<file path="config.mk">
export PLATFORM = sky130hd
export DESIGN_NAME = dpram_port_arbiter
export DESIGN_NICKNAME = d
export VERILOG_FILES = /design/src/rtl/dpram_port_arbiter_pkg.sv /design/src/rtl/dpram_port_arbiter_rr_pick.sv /design/src/rtl/dpram_port_arbiter.sv
export SDC_FILE = /design/constraint.sdc
export NUM_CORES = 1
export LEC_CHECK = 0
export CAP_MARGIN = 10
export CORE_AREA = 2 2 74 76
export DETAILED_ROUTE_END_ITERATION = 12
export DIE_AREA = 0 0 76 78
export DONT_BUFFER_PORTS = 1
export GPL_TIMING_DRIVEN = 0
export PLACE_DENSITY = 0.41
export SLEW_MARGIN = 15
export SYNTH_ARGS = -nofsm -noshare
export SYNTH_HDL_FRONTEND = slang
export SYNTH_HIERARCHICAL = 1
export SYNTH_SLANG_ARGS = --single-unit
</file>
<file path="constraint.sdc">
create_clock -name clk -period 1.7 [get_ports clk]
set_clock_uncertainty 0.05 [all_clocks]
set_input_delay 0.51 -clock clk [delete_from_list [all_inputs] [get_ports clk]]
set_output_delay 0.51 -clock clk [all_outputs]
set_load 0.005 [all_outputs]
</file>
<file path="src/rtl/dpram_port_arbiter_pkg.sv">
// Shared constants and helpers for the dual-port RAM port arbiter.
// Data/byte-enable widths match the buffer RAM; onehot2bin encodes a grant vector.
package dpram_port_arbiter_pkg;

  localparam int DPRAM_DW  = 32;
  localparam int DPRAM_BW  = 4;
  localparam int MAX_PORTS = 8;

  function automatic logic [2:0] onehot2bin(input logic [MAX_PORTS-1:0] oh);
    logic [2:0] bin;
    bin = '0;
    for (int i = 0; i < MAX_PORTS; i++) begin
      if (oh[i]) bin = bin | 3'(i);
    end
    return bin;
  endfunction

endpackage

</file>
<file path="src/rtl/dpram_port_arbiter_rr_pick.sv">
// Combinational round-robin picker: first eligible requester strictly after
// rr_ptr_i, wrapping, returned one-hot with a valid flag.
module dpram_rr_pick
  import dpram_port_arbiter_pkg::*;
#(
  parameter int NUM_PORTS = 2,
  parameter int PTR_W     = 1
) (
  input  logic [NUM_PORTS-1:0] eligible_i,
  input  logic [PTR_W-1:0]     rr_ptr_i,
  output logic [NUM_PORTS-1:0] winner_o,
  output logic                 valid_o
);

  logic [PTR_W-1:0] idx;

  always_comb begin
    winner_o = '0;
    valid_o  = 1'b0;
    idx      = '0;
    // Search order starts one past the last winner so it gets lowest priority.
    for (int k = 1; k <= NUM_PORTS; k++) begin
      idx = PTR_W'((int'(rr_ptr_i) + k) % NUM_PORTS);
      if (!valid_o && eligible_i[idx]) begin
        winner_o[idx] = 1'b1;
        valid_o       = 1'b1;
      end
    end
  end

endmodule

</file>
<file path="src/rtl/dpram_port_arbiter.sv">
// Round-robin arbiter sharing one byte-writable RAM port between NUM_PORTS requesters.
// Arbitrate at t, drive the RAM at t+1, ack with registered read data at t+2.
module dpram_port_arbiter
  import dpram_port_arbiter_pkg::*;
#(
  parameter int NUM_PORTS  = 2,
  parameter int ADDR_WIDTH = 3
) (
  input  logic                             clk,
  input  logic                             rst_n,
  input  logic [NUM_PORTS-1:0]             req_i,
  input  logic [DPRAM_BW*NUM_PORTS-1:0]    we_i,
  input  logic [ADDR_WIDTH*NUM_PORTS-1:0]  addr_i,
  input  logic [DPRAM_DW*NUM_PORTS-1:0]    dat_i,
  output logic [NUM_PORTS-1:0]             ack_o,
  output logic [DPRAM_DW-1:0]              dat_o,
  output logic [NUM_PORTS-1:0]             grant_o,
  output logic [ADDR_WIDTH-1:0]            ram_addr_o,
  output logic [DPRAM_BW-1:0]              ram_we_o,
  output logic [DPRAM_DW-1:0]              ram_di_o,
  input  logic [DPRAM_DW-1:0]              ram_do_i
);

  localparam int PTR_W = (NUM_PORTS > 1) ? $clog2(NUM_PORTS) : 1;

  logic [NUM_PORTS-1:0] grant_q, grant_d;
  logic [NUM_PORTS-1:0] ack_q, ack_d;
  logic [PTR_W-1:0]     rr_ptr_q, rr_ptr_d;
  logic [NUM_PORTS-1:0] eligible;
  logic [NUM_PORTS-1:0] winner;
  logic                 win_valid;
  logic [MAX_PORTS-1:0] winner_pad;

  logic [DPRAM_BW-1:0]   we_arr   [NUM_PORTS];
  logic [ADDR_WIDTH-1:0] addr_arr [NUM_PORTS];
  logic [DPRAM_DW-1:0]   dat_arr  [NUM_PORTS];

  for (genvar gi = 0; gi < NUM_PORTS; gi++) begin : g_unpack
    assign we_arr[gi]   = we_i[gi*DPRAM_BW +: DPRAM_BW];
    assign addr_arr[gi] = addr_i[gi*ADDR_WIDTH +: ADDR_WIDTH];
    assign dat_arr[gi]  = dat_i[gi*DPRAM_DW +: DPRAM_DW];
  end

  // A port already granted or being acked must not win again on its held request.
  assign eligible = req_i & ~grant_q & ~ack_q;

  dpram_rr_pick #(
    .NUM_PORTS (NUM_PORTS),
    .PTR_W     (PTR_W)
  ) u_pick (
    .eligible_i (eligible),
    .rr_ptr_i   (rr_ptr_q),
    .winner_o   (winner),
    .valid_o    (win_valid)
  );

  always_comb begin
    winner_pad                = '0;
    winner_pad[NUM_PORTS-1:0] = winner;
    grant_d                   = win_valid ? winner : '0;
    rr_ptr_d                  = win_valid ? PTR_W'(onehot2bin(winner_pad)) : rr_ptr_q;
    ack_d                     = grant_q;
  end

  always_ff @(posedge clk or negedge rst_n) begin
    if (!rst_n) begin
      grant_q  <= '0;
      ack_q    <= '0;
      rr_ptr_q <= PTR_W'(NUM_PORTS - 1);
    end else begin
      grant_q  <= grant_d;
      ack_q    <= ack_d;
      rr_ptr_q <= rr_ptr_d;
    end
  end

  // grant_q is one-hot or zero, so OR-ing gated fields is a mux that idles at zero.
  always_comb begin
    ram_we_o   = '0;
    ram_addr_o = '0;
    ram_di_o   = '0;
    for (int i = 0; i < NUM_PORTS; i++) begin
      if (grant_q[i]) begin
        ram_we_o   = ram_we_o   | we_arr[i];
        ram_addr_o = ram_addr_o | addr_arr[i];
        ram_di_o   = ram_di_o   | dat_arr[i];
      end
    end
  end

  assign ack_o   = ack_q;
  assign grant_o = grant_q;
  assign dat_o   = ram_do_i;

endmodule

</file>
==> results.md, run 1 <==
Outcome:
- The flow ran to the end, and the final reports show no timing, DRC or antenna violations.

CTS:
- The total number of clock tree sinks is 5.
- The buffer type at the clock tree root is clkbuf_8.
- CTS built an H-tree with a depth of 1.
- Counting along the longest clock path gives a buffer depth of 2.
- The clock reaches the later pin of the worst-skew pair after 220 ps.
- The post-CTS setup-driven buffer insertion count is 0.
- After clock tree synthesis, the clock-pin slew on the worst setup and hold paths is 40 ps.
- Counting the buffers created by CTS gives 3.
- TritonCTS built the clock tree.

STA:
- The number of pins exceeding their max-slew limit in the final report is 0.
- Setup repair after global routing could not meet its margin everywhere.
- The share of the clock period used by the worst path after layout is 98.7%.
- The highest attainable clock frequency is 596 MHz.
- The final setup violation count is 0.
- The slew at the pin with the worst max-slew slack is 203 ps.
- The setup total negative slack is 0 ps.
- The final count of hold timing violations was 0.
- Subtracting the final worst setup slack from the clock period gives 1680 ps.
- The remaining max-slew budget at the tightest pin is 86.5%.

Detailed routing:
- For this block, the initial DRC count from the detailed router was 14.
- Dividing the detail-routed wire length by the instance count gives 22.8 um.
- The remaining routing DRC violations is 0.
- The total number of vias is 796.
- The first-pass iteration count of the detailed router is 2.
- The total length of routed wires is 3820 um.
- Dividing the detail-routed via count by the number of cells gives 4.74.
- The count of nets left with antenna violations once routing finished came out at 0.

GRT:
- Entering global routing, the biggest net connects 11 pins.
- The initial antenna violation count came to 0.
- The via count of the first global-routing pass came to 842.
- Global routing finished with a remaining overflow of 0.
- The total global-route track usage is 10.7%.
- The first global-routing pass estimated 4960 um of wire.

Worst setup path:
- In this run the critical register-to-register path is launched from grant_o[1].
- The worst setup path is launched from a flip-flop.
- The worst path arrival time is 1120 ps.
- For flop-to-flop paths, the worst setup slack is 210 ps.
- In this run the worst path has a maximum fanout of 10.
- STA classifies the critical path endpoint as an output pin.
- For the worst flop-to-flop path, the logic depth is 4.
- The kind of critical path is reg2out.
- In this run the critical register-to-register path is captured at rr_ptr_q.
- For the worst setup path, the data required time is 1140 ps.

Pwr:
- The ratio of total power to cell area is 1200 nW/um^2.
- The completed layout was analyzed and its total power is 0.00122 W.
- The analysis attributes to cell leakage a power of 0.463 nW.
- The maximum vdd drop is 499 uV.

Synth:
- The number of synthesis warnings is 6.
- The cell area that synthesis handed to floorplanning was 872 um^2.
- Synthesis inferred 5 register bits.
- Synthesis produced a netlist whose cell count is 93.
- The sequential element share of the synthesized area is 14.5%.
- The average size of a mapped cell is 9.38 um^2.
- Counting every net in the synthesized netlist gives 207.
- The distinct cell type count of the synthesized netlist is 11.

Placement:
- The post-placement cell area is 960 um^2.
- Once detailed placement completed, the half-perimeter wirelength came to 3340 um.
- The placed cell count is 163.
- The last weighted congestion value of the routability-driven placer is 0.866.
- The number of buffer cells added on primary ports is 0.

Finish:
- The library cell used most frequently in the layout, excluding fill and tap cells, is a22o_1.
- Leaving out fill and tap cells, the most frequent cells in the layout are a22o_1 (39), buf_4 (32), buf_6 (8), clkbuf_8 (3).
- Relative to the synthesized area, the layout overhead comes to 16.6%.
- Cells fill 20.2% of the core in the end.
- The finished cells cover 1020 um^2.
- The area taken by multi-input logic gates is 412 um^2.
- The net count of the finished layout is 213.
- The number of standard cells in the final layout excluding fillers is 168.
- The fill cell instance count of the final layout is 564.
- Summing all flip-flop and latch instances after layout gives 129 um^2.
- The fraction of final layout cells sized beyond drive strength 1 is 50.0%.
- 0 antenna diodes ended up in the layout.

Floorplanning:
- The initialized floorplan defines 26 standard-cell rows.
- The region available for standard cell placement spans 5040 um^2.
- The I/O pin count is 189.
- The die width is 76 um.
- The effective utilization at floorplan is 17.3%.
- The height of the chip is 78 um.
- The full die area is 5930 um^2.

Hold path:
- The classification of the worst-slack hold path is in2async.

Flow run:
- Max-cap violations in this run came to 0.
## synthesized netlist by cell type
master,number,area share [%]
a22o_1,39,39
buf_4,32,28
nor3b_2,2,2.9
and2_1,2,1.4
or2_1,1,0.72
inv_1,1,0.43
dfrtp_1,4,11
dfstp_2,1,3.0
a21boi_1,2,1.7
buf_6,8,10
mux2_2,1,1.3
## sequential cells by signal, indices dropped and copies added (netlist names)
signal / cells
rr_ptr_q: 1
grant_o: 2
ack_o: 2
## routing by layer
metal | up-vias | track usage [%] | part of all wire, %
li1 | 331 | - | -
met1 | 377 | 11.3 | 34
met2 | 82 | 18.0 | 51
met3 | 6 | 5.47 | 12
met4 | 0 | 4.55 | 2.1
met5 | - | 0 | 0
## timing repair
action	in CTS	in global routing
resized for setup	2	0
hold buffers	1	0
endpoints found under the setup margin	39	9
hold endpoints to repair	4	0
## cell type report
type / count / share of cell area, %
well taps: 70 / 8.61
flip-flops and latches: 5 / 12.7
plain buffers: 40 / 32.5
multi-input cells: 47 / 40.5
clock buffers: 4 / 4.43
inverters: 1 / 0.369
repair buffers: 1 / 0.984
## worst max-delay path, stage by stage (launching register included)
cell and delay, ps:
dfrtp_2 480, buf_6 170, a22o_1 240
## worst max path at each step
stage / start / end
finish: grant_o[0] / ram_di_o[31]
global route: grant_o[0] / ram_di_o[7]
CTS: grant_o[0] / ram_di_o[7]
detailed placement: grant_o[0] / rr_ptr_q
global placement: grant_o[1] / rr_ptr_q
floorplan: grant_o[1] / rr_ptr_q
## power by group
part	total (W)	switching (W)	internal [W]
clock network	0.000221	0.0000597	0.000161
logic	0.000761	0.000371	0.000390
registers	0.000235	0.0000660	0.000169
total	0.00122	0.000496	0.000720
## stage by stage
stage	hold WS [ps]	worst slack, ps
2_1_floorplan	164	303
3_3_place_gp	165	187
3_5_place_dp	165	133
4_1_cts	76.0	-6.16
5_1_grt	66.5	-18.7
6_report	84.0	22.1
## logic make-up after synthesis
family / after synthesis / synth area share (%)
compound gates: 41 / 40.9
buf+inv: 41 / 38.3
flops: 5 / 14.5
mux: 1 / 1.29
simple gates: 5 / 5.02
(Power assumes the default switching activity.)
==> run 2, diff against run 1 <==
==> constraint.sdc (replaced) <==
create_clock -name clk -period 1.7 [get_ports clk]
set_clock_uncertainty 0.05 [all_clocks]
set_input_delay 0.34 -clock clk [delete_from_list [all_inputs] [get_ports clk]]
set_output_delay 0.34 -clock clk [all_outputs]
set_load 0.005 [all_outputs]
==> run 2 against run 1 <==
Worst setup slack gained 110 ps. Count of clock-buffer cells in the layout is the same. Global-route usage is essentially flat. Register-to-register slack lost 60 ps. Fmax grew 7.2%. Design area shrank 0.25%. Worst hold slack gained 270 ps. Critical path type unchanged. Critical endpoint unchanged. Largest cell class unchanged. Largest power group unchanged. Highest routed layer unchanged.
==> results.md, run 2 (synthesis gave the netlist of run 1 again) <==
Outcome:
- The flow ran to the end, and the final reports show no timing, DRC or antenna violations.

GRT:
- The global-route wire length before repair is 4950 um.
- The initial antenna violation count was 0.
- Entering global routing, the biggest net connects 11 pins.
- The total global-route track usage is 10.7%.
- The aggregate global routing overflow is 0.
- The via count of the first global-routing pass is 838.

Floorplanning:
- The I/O pin count is 189.
- The die is 76 um wide.
- The effective utilization at floorplan is 17.3%.
- The die is 78 um tall.
- In this run the core area contains 26 standard-cell rows.
- The full die area is 5930 um^2.
- The core box area is 5040 um^2.

Finish:
- The antenna cell count is 0.
- Of the cells placed in the final design, the portion with a size suffix greater than 1 is 48.0%.
- The layout overhead on the synthesized area is 16.4%.
- The multi-input combinational cells in the finished layout cover a total of 412 um^2.
- After the last flow step, the layout net total stands at 213.
- The area of all placed cells without fillers is 1010 um^2.
- The top cell types in the final layout, fill and taps aside, are a22o_1 (39), buf_4 (32), buf_6 (8), dfrtp_1 (4), clkbuf_8 (3).
- Leaving out filler cells and counting taps, the final layout contains 168.
- Fill cells in the final layout number 566.
- The leading cell type in the layout, fill and taps excluded is a22o_1.
- Summing all flip-flop and latch instances after layout gives 126 um^2.

Detailed routing:
- The met1 layer wirelength in the final routing is 1310 um.
- The detailed router's first-iteration violation count is 14.
- In the routed design, unresolved DRC markers number 0.
- The total number of vias is 798.
- After detailed routing, the number of vias per cell comes to 4.75.
- The total length of routed wires is 3810 um.
- The residual antenna-violating net count after detailed routing is 0.
- In this run the top signal layer used is met4.
- In the detailed route, the total length drawn on met3 is 455 um.
- The first detailed-routing pass ran for 2 iterations.
- In the detailed route, the total length drawn on met2 is 1960 um.
- After detailed routing, the average wire length per cell comes to 22.6 um.

Worst setup path:
- On the worst path, the slowest cell contributes a delay of 500 ps.
- The worst setup path is captured at an output pin.
- Among all stages on the critical path, the largest delay is contributed by dfrtp_1.
- The required time at the worst-slack endpoint is 1310 ps.
- The cell family contributing the most delay on the critical path is flip-flops.
- The maximum net fanout on the critical path is 10.
- Traced cell by cell, the critical path runs through buf_6 > a22o_1.
- The critical path buffer and inverter count is 1.
- The sort of element at the start of the critical path is a flip-flop.
- Data arrives at the worst endpoint at 1170 ps.
- The critical path in this run is classified as reg2out.

Pwr:
- In this run switching power makes up 41.0% of total power.
- The analysis attributes to cell leakage a power of 0.466 nW.
- The net switching power figure is 0.000496 W.
- In this run, the clock network consumes 18.2% of the power.
- For this design the ratio of total power to cell area is 1190 nW/um^2.
- The internal portion of the total power is 0.000716 W.
- The maximum vdd drop is 491 uV.
- Overall power consumption after layout is estimated at 0.00121 W.
- The sequential fraction of design power is 19.1%.
- Combinational logic is responsible for 62.7% of the overall power.

CTS:
- The post-CTS setup-driven buffer insertion count is 0.
- The clock latency reported for the late side of the worst-skew pair is 220 ps.
- The number of gates resized after CTS is 0.
- In this run, CTS created clock tree buffers numbering 3.
- Clock-pin slew was measured on the worst setup and hold paths at 40 ps.
- The CTS tree is yes.
- The H-tree depth is 1.
- The tree built by TritonCTS fans out to 5 sinks.
- The clock passes through at most 2 buffers.
- The hold buffer count at CTS is 1.
- In this run the clock root is driven by a clkbuf_8.

STA:
- The final setup violation count is 0.
- The final count of hold timing violations is 0.
- The remaining max-slew budget at the tightest pin is 76.0%.
- After layout, the worst path uses 92.1% of the clock period.
- The clock period could shrink to 1560 ps.
- At the pin with the least slew margin, the transition time is 360 ps.
- Setup repair after global routing left no endpoint under its margin.
- The number of pins exceeding their max-slew limit in the final report is 0.
- Adding up every negative setup slack in the final design gives 0 ps.
- For this run, the top clock speed supported by timing is 639 MHz.

Placement:
- The HPWL after detailed placement is 3340 um.
- The placed cell count is 163.
- The number of buffer cells added on primary ports is 0.
- The last weighted congestion value of the routability-driven placer is 0.866.
- Once placement finished, the instance area stood at 960 um^2.

Flow run:
- The max-capacitance violation count is 0.

Hold path:
- The classification of the worst-slack hold path is in2async.
==> run 2: cell count changes in the layout (fill, tap and decap cells not counted) <==
| cell | delta |
|---|---|
| dfrtp_2 | -2 |
| dfrtp_1 | +2 |
==> run 2: routing by layer <==
metal | vias to the layer above | global-route usage (%)
li1 | 331 | -
met4 | 0 | 4.55
met5 | - | 0
met3 | 6 | 5.35
met1 | 379 | 11.3
met2 | 82 | 18.0
==> run 2: final timing paths <==
kind	from	cells past startpoint	slack [ps]	to
worst max-delay path	grant_o[0]	2	140	ram_di_o[31]
worst min-delay path	rst_n	1	350	ack_o[1]
worst max register to register	grant_o[0]	4	150	rr_ptr_q
worst min register to register	grant_o[1]	0	550	ack_o[1]
max in group asynchronous	rst_n	1	1000	rr_ptr_q
min in group clk	req_i[1]	3	520	grant_o[0]
==> run 2: area by class of cell <==
type	instances	share of cell area, %
flip-flops and latches	5	12.5
plain buffers	40	32.6
repair buffers	1	0.986
well taps	70	8.63
multi-input cells	47	40.6
clock buffers	4	4.44
inverters	1	0.370
==> run 2: worst register-to-register path, stage by stage (launching register included) <==
cell and delay [ps]:
dfrtp_1 500, buf_6 210, nor3b_2 210, or2_1 160
mux2_2 340
==> run 2: power groups by stage <==
stage / combinational (W) / clock [W] / sequential (W)
after floorplan: 0.000629 / 0 / 0.000212
after global placement: 0.000749 / 0 / 0.000233
after detailed placement: 0.000762 / 0 / 0.000237
after CTS: 0.000771 / 0.000229 / 0.000235
after global routing: 0.000818 / 0.000243 / 0.000240
final: 0.000760 / 0.000221 / 0.000231
==> run 2: stage by stage <==
step / hold slack [ps] / utilization (%) / setup slack [ps]
2_1_floorplan: -5.59 / - / 303
3_3_place_gp: -5.45 / 19.0 / 187
3_5_place_dp: -5.48 / 19.0 / 133
4_1_cts: 351 / 20.1 / 93.1
5_1_grt: 360 / 20.1 / 27.7
6_report: 353 / 20.1 / 135
==> run 3, diff against run 2 <==
Settings changed: CORE_AREA 2 2 74 76 to 2 2 73 75, DIE_AREA 0 0 76 78 to 0 0 75 77, PLACE_DENSITY 0.41 to 0.4, SYNTH_HIERARCHICAL 1 to unset.
==> run 3 against run 2 <==
Combinational power shrank 13%. Sequential power shrank 9.5%. Core utilization shrank 0.34 points. Critical path depth grew 1. Register-to-register slack gained 290 ps. Flip-flop and latch count is the same. Worst setup slack lost 57 ps. First-iteration DRC count shrank 64%.
==> results.md, run 3 <==
Outcome:
- The flow ran to the end, and the final reports show no timing, DRC or antenna violations.

Pwr:
- The switching fraction of total power is 39.6%.
- The completed layout was analyzed and its total power is 0.00109 W.
- For this design the total switching power over the nets is 0.000430 W.
- For this design the ratio of total power to cell area is 1100 nW/um^2.
- The sequential fraction of design power is 19.3%.
- The maximum vdd drop is 506 uV.
- The leakage dissipation is 0.471 nW.
- The relative contribution of the clock network to total power is 20.0%.
- Of the total power, combinational logic draws 60.7%.
- Internal power comes to 0.000657 W.

STA:
- The final count of hold timing violations is 0.
- The highest attainable clock frequency is 616 MHz.
- Headroom to the max-slew limit came out at 73.1%.
- Setup violations remaining at the end of the flow were counted as 0.
- The setup total negative slack is 0 ps.
- The slew at the pin with the worst max-slew slack is 397 ps.
- The worst path in the final design needs a cycle of 1620 ps, including I/O delays and setup.
- Of the available clock period, the critical path in the final layout requires 95.4%.
- Setup slack closes at 77.8 ps.
- Setup repair after global routing left no endpoint under its margin.
- The number of pins exceeding their max-slew limit in the final report was 0.

Placement:
- The last weighted congestion value of the routability-driven placer is 0.710.
- The number of buffer cells added on primary ports is 0.
- Timing analysis after detailed placement gives a worst setup slack of 37.5 ps.
- Once detailed placement completed, the half-perimeter wirelength came to 2890 um.

CTS:
- After clock tree synthesis, the clock-pin slew on the worst setup and hold paths is 40 ps.
- At the later pin of the worst-skew pair, clock insertion delay measures 220 ps.
- CTS built an H-tree with a depth of 1.
- The total number of clock tree sinks is 5.
- TritonCTS built the clock tree.
- Clock tree synthesis selected as its root buffer the cell clkbuf_8.
- The clock passes through at most 2 buffers.
- In this run, CTS created clock tree buffers numbering 3.

Worst setup path:
- The sort of element at the start of the critical path is a flip-flop.
- The critical path is of the reg2out type.
- Along the worst path, the maximum fanout reaches 10.
- Data on the critical path is required at its endpoint by 1310 ps.
- The category of the worst setup path capture point is an output pin.
- The worst path arrival time is 1230 ps.

Synth:
- The share of the Yosys chip area taken by registers is 15.9%.
- Summing the areas of all and, or, nand and nor instances in the mapped netlist gives 3.61% of the synthesized area.
- The adder and majority cell fraction of the synthesized area is 0%.
- The library cell occupying the most area in the post-synthesis netlist is a22o_1.
- The flip-flop and latch count after synthesis is 5.
- The leading register cell type out of synthesis is dfrtp_1.
- The number of synthesized flops with an enable pin is 0.
- In the synthesized netlist, mux cells make up 0% of the area.
- The commonest cells after synthesis are a22o_1 (39), buf_4 (32), buf_2 (6).
- A synthesized cell averages 8.66 um^2.
- The number of nets in the synthesized netlist is 206.
- The most common cell in the synthesized netlist is a22o_1.
- The largest family of logic cells by synthesized area is compound AO/OA/AOI/OAI gates.
- The gate count of the mapped netlist is 92.
- Of the total synthesized cell area, the portion taken by XOR and XNOR cells is 0%.
- Counting flops with an async set or reset pin after synthesis yields a share of 100%.
- The distinct cell type count of the synthesized netlist is 13.
- The top cell type by area accounts for 42.9% of the synthesized area.
- The number of synthesis warnings is 0.
- The area fraction in compound gates after synthesis is 44.7%.
- The post-synthesis cell area is 797 um^2.
- By area the synthesized netlist is led by a22o_1 (43%), buf_4 (30%), dfrtp_1 (13%).

Floorplanning:
- From left edge to right edge, the die measures 75 um.
- The height of the chip is 77 um.
- The floorplan step defined a die boundary enclosing 5780 um^2.
- For this configuration, the core starts out at a cell density of 16.0%.
- The floorplan has 26 rows.
- 189 I/O pins were placed.
- The core region is 4980 um^2.

GRT:
- The total global-route track usage is 9.14%.
- The global-route track usage on met1 is 7.81%.
- The aggregate global routing overflow is 0.
- The initial antenna violation count came to 0.
- The maximum number of pins on one net before global-route repair is 11.
- The via count of the first global-routing pass is 798.
- The routing layer with the top usage in global route is met2.
- The first global-routing pass estimated 4010 um of wire.
- The met2 layer usage reported by global route is 20.4%.
- The met3 track demand over resource is 1.58%.

Finish:
- 0 antenna diodes ended up in the layout.
- In the final design database the tool counted 214 nets.
- The top cell types in the final layout, fill and taps aside, are a22o_1 (38), buf_4 (36), dfrtp_1 (3), clkbuf_8 (3).
- Leaving out fill and tap cells, the most frequent cell in the layout is a22o_1.
- From synthesis to final layout, the design area changed by 23.5%.
- The fraction of final layout cells sized beyond drive strength 1 is 49.5%.

Detailed routing:
- The total number of vias is 798.
- Dividing the detail-routed via count by the number of cells gives 4.72.
- The detailed router finished its first iteration with 5 violations.
- For this run, design rule violations remaining after detail routing come to 0.
- The first detailed-routing pass ran for 3 iterations.
- In the final routed layout, each cell accounts on average for 19.1 um.
- The detail route stage leaves a number of antenna-violating nets equal to 0.
- Summed over all layers, the routed wires come to 3240 um.

Hold path:
- The classification of the worst-slack hold path is in2reg.

Flow run:
- Max-cap violations in this run came to 0.
==> run 3: cell type report <==
| cell class | count | area [um^2] |
|---|---|---|
| multi-input combinational | 45 | 394 |
| inverter | 1 | 3.75 |
| clock buffer | 4 | 45.0 |
| tap | 70 | 87.6 |
| fill | 548 | 3990 |
| sequential | 5 | 128 |
| buffer | 41 | 302 |
| timing repair buffer | 3 | 25.0 |
==> run 3: worst paths after layout <==
kind	from	to	slack [ps]	cells past startpoint
max in group asynchronous	rst_n	rr_ptr_q	990	1
setup / recovery	grant_o[0]	ram_di_o[5]	80	3
hold reg to reg	grant_o[1]	ack_o[1]	370	0
setup reg to reg	grant_o[1]	grant_o[0]	440	3
hold / removal	req_i[1]	grant_o[1]	330	2
min in group asynchronous	rst_n	ack_o[0]	360	1
==> run 3: timing repair <==
item                                    in CTS  in global routing
hold buffers                                 1                  0
gates resized for setup                      6                  8
buffers inserted                             0                  2
endpoints found under the setup margin      39                 16
hold endpoints to repair                     5                  0
==> run 3: power by group through the flow <==
stage	clock (W)	combinational (W)	sequential [W]
after floorplan	0	0.000500	0.000194
after global placement	0	0.000609	0.000210
after detailed placement	0	0.000613	0.000210
after CTS	0.000222	0.000639	0.000212
after global routing	0.000242	0.000731	0.000217
final	0.000218	0.000660	0.000209
==> run 3: worst max-delay path, stage by stage (launching register included) <==
cell,delay (ps)
dfrtp_2,460
buf_6,140
buf_4,160
a22o_4,250
==> run 3: stage by stage <==
| stage | hold slack (ps) | cells | area, um^2 | util [%] |
|---|---|---|---|---|
| after floorplan | -5.59 | 92 | 797 | - |
| after global placement | -5.49 | 162 | 885 | 17.8 |
| after detailed placement | -5.50 | 162 | 885 | 17.8 |
| after CTS | 332 | 167 | 953 | 19.2 |
| after global routing | 321 | 169 | 985 | 19.8 |
| final | 328 | 169 | 985 | 19.8 |
==> run 3: cell families after synthesis <==
logic type             count (synthesis)
buffers and inverters                 42
AO/OA/AOI/OAI                         41
flip-flops                             5
AND/OR/NAND/NOR                        4
==> run 3: per-layer routing <==
layer  wire (um)  vias to the layer above
met2        1860                      111
met5           0                        -
met4           0                        0
met3         414                        0
li1            -                      336
met1         962                      351
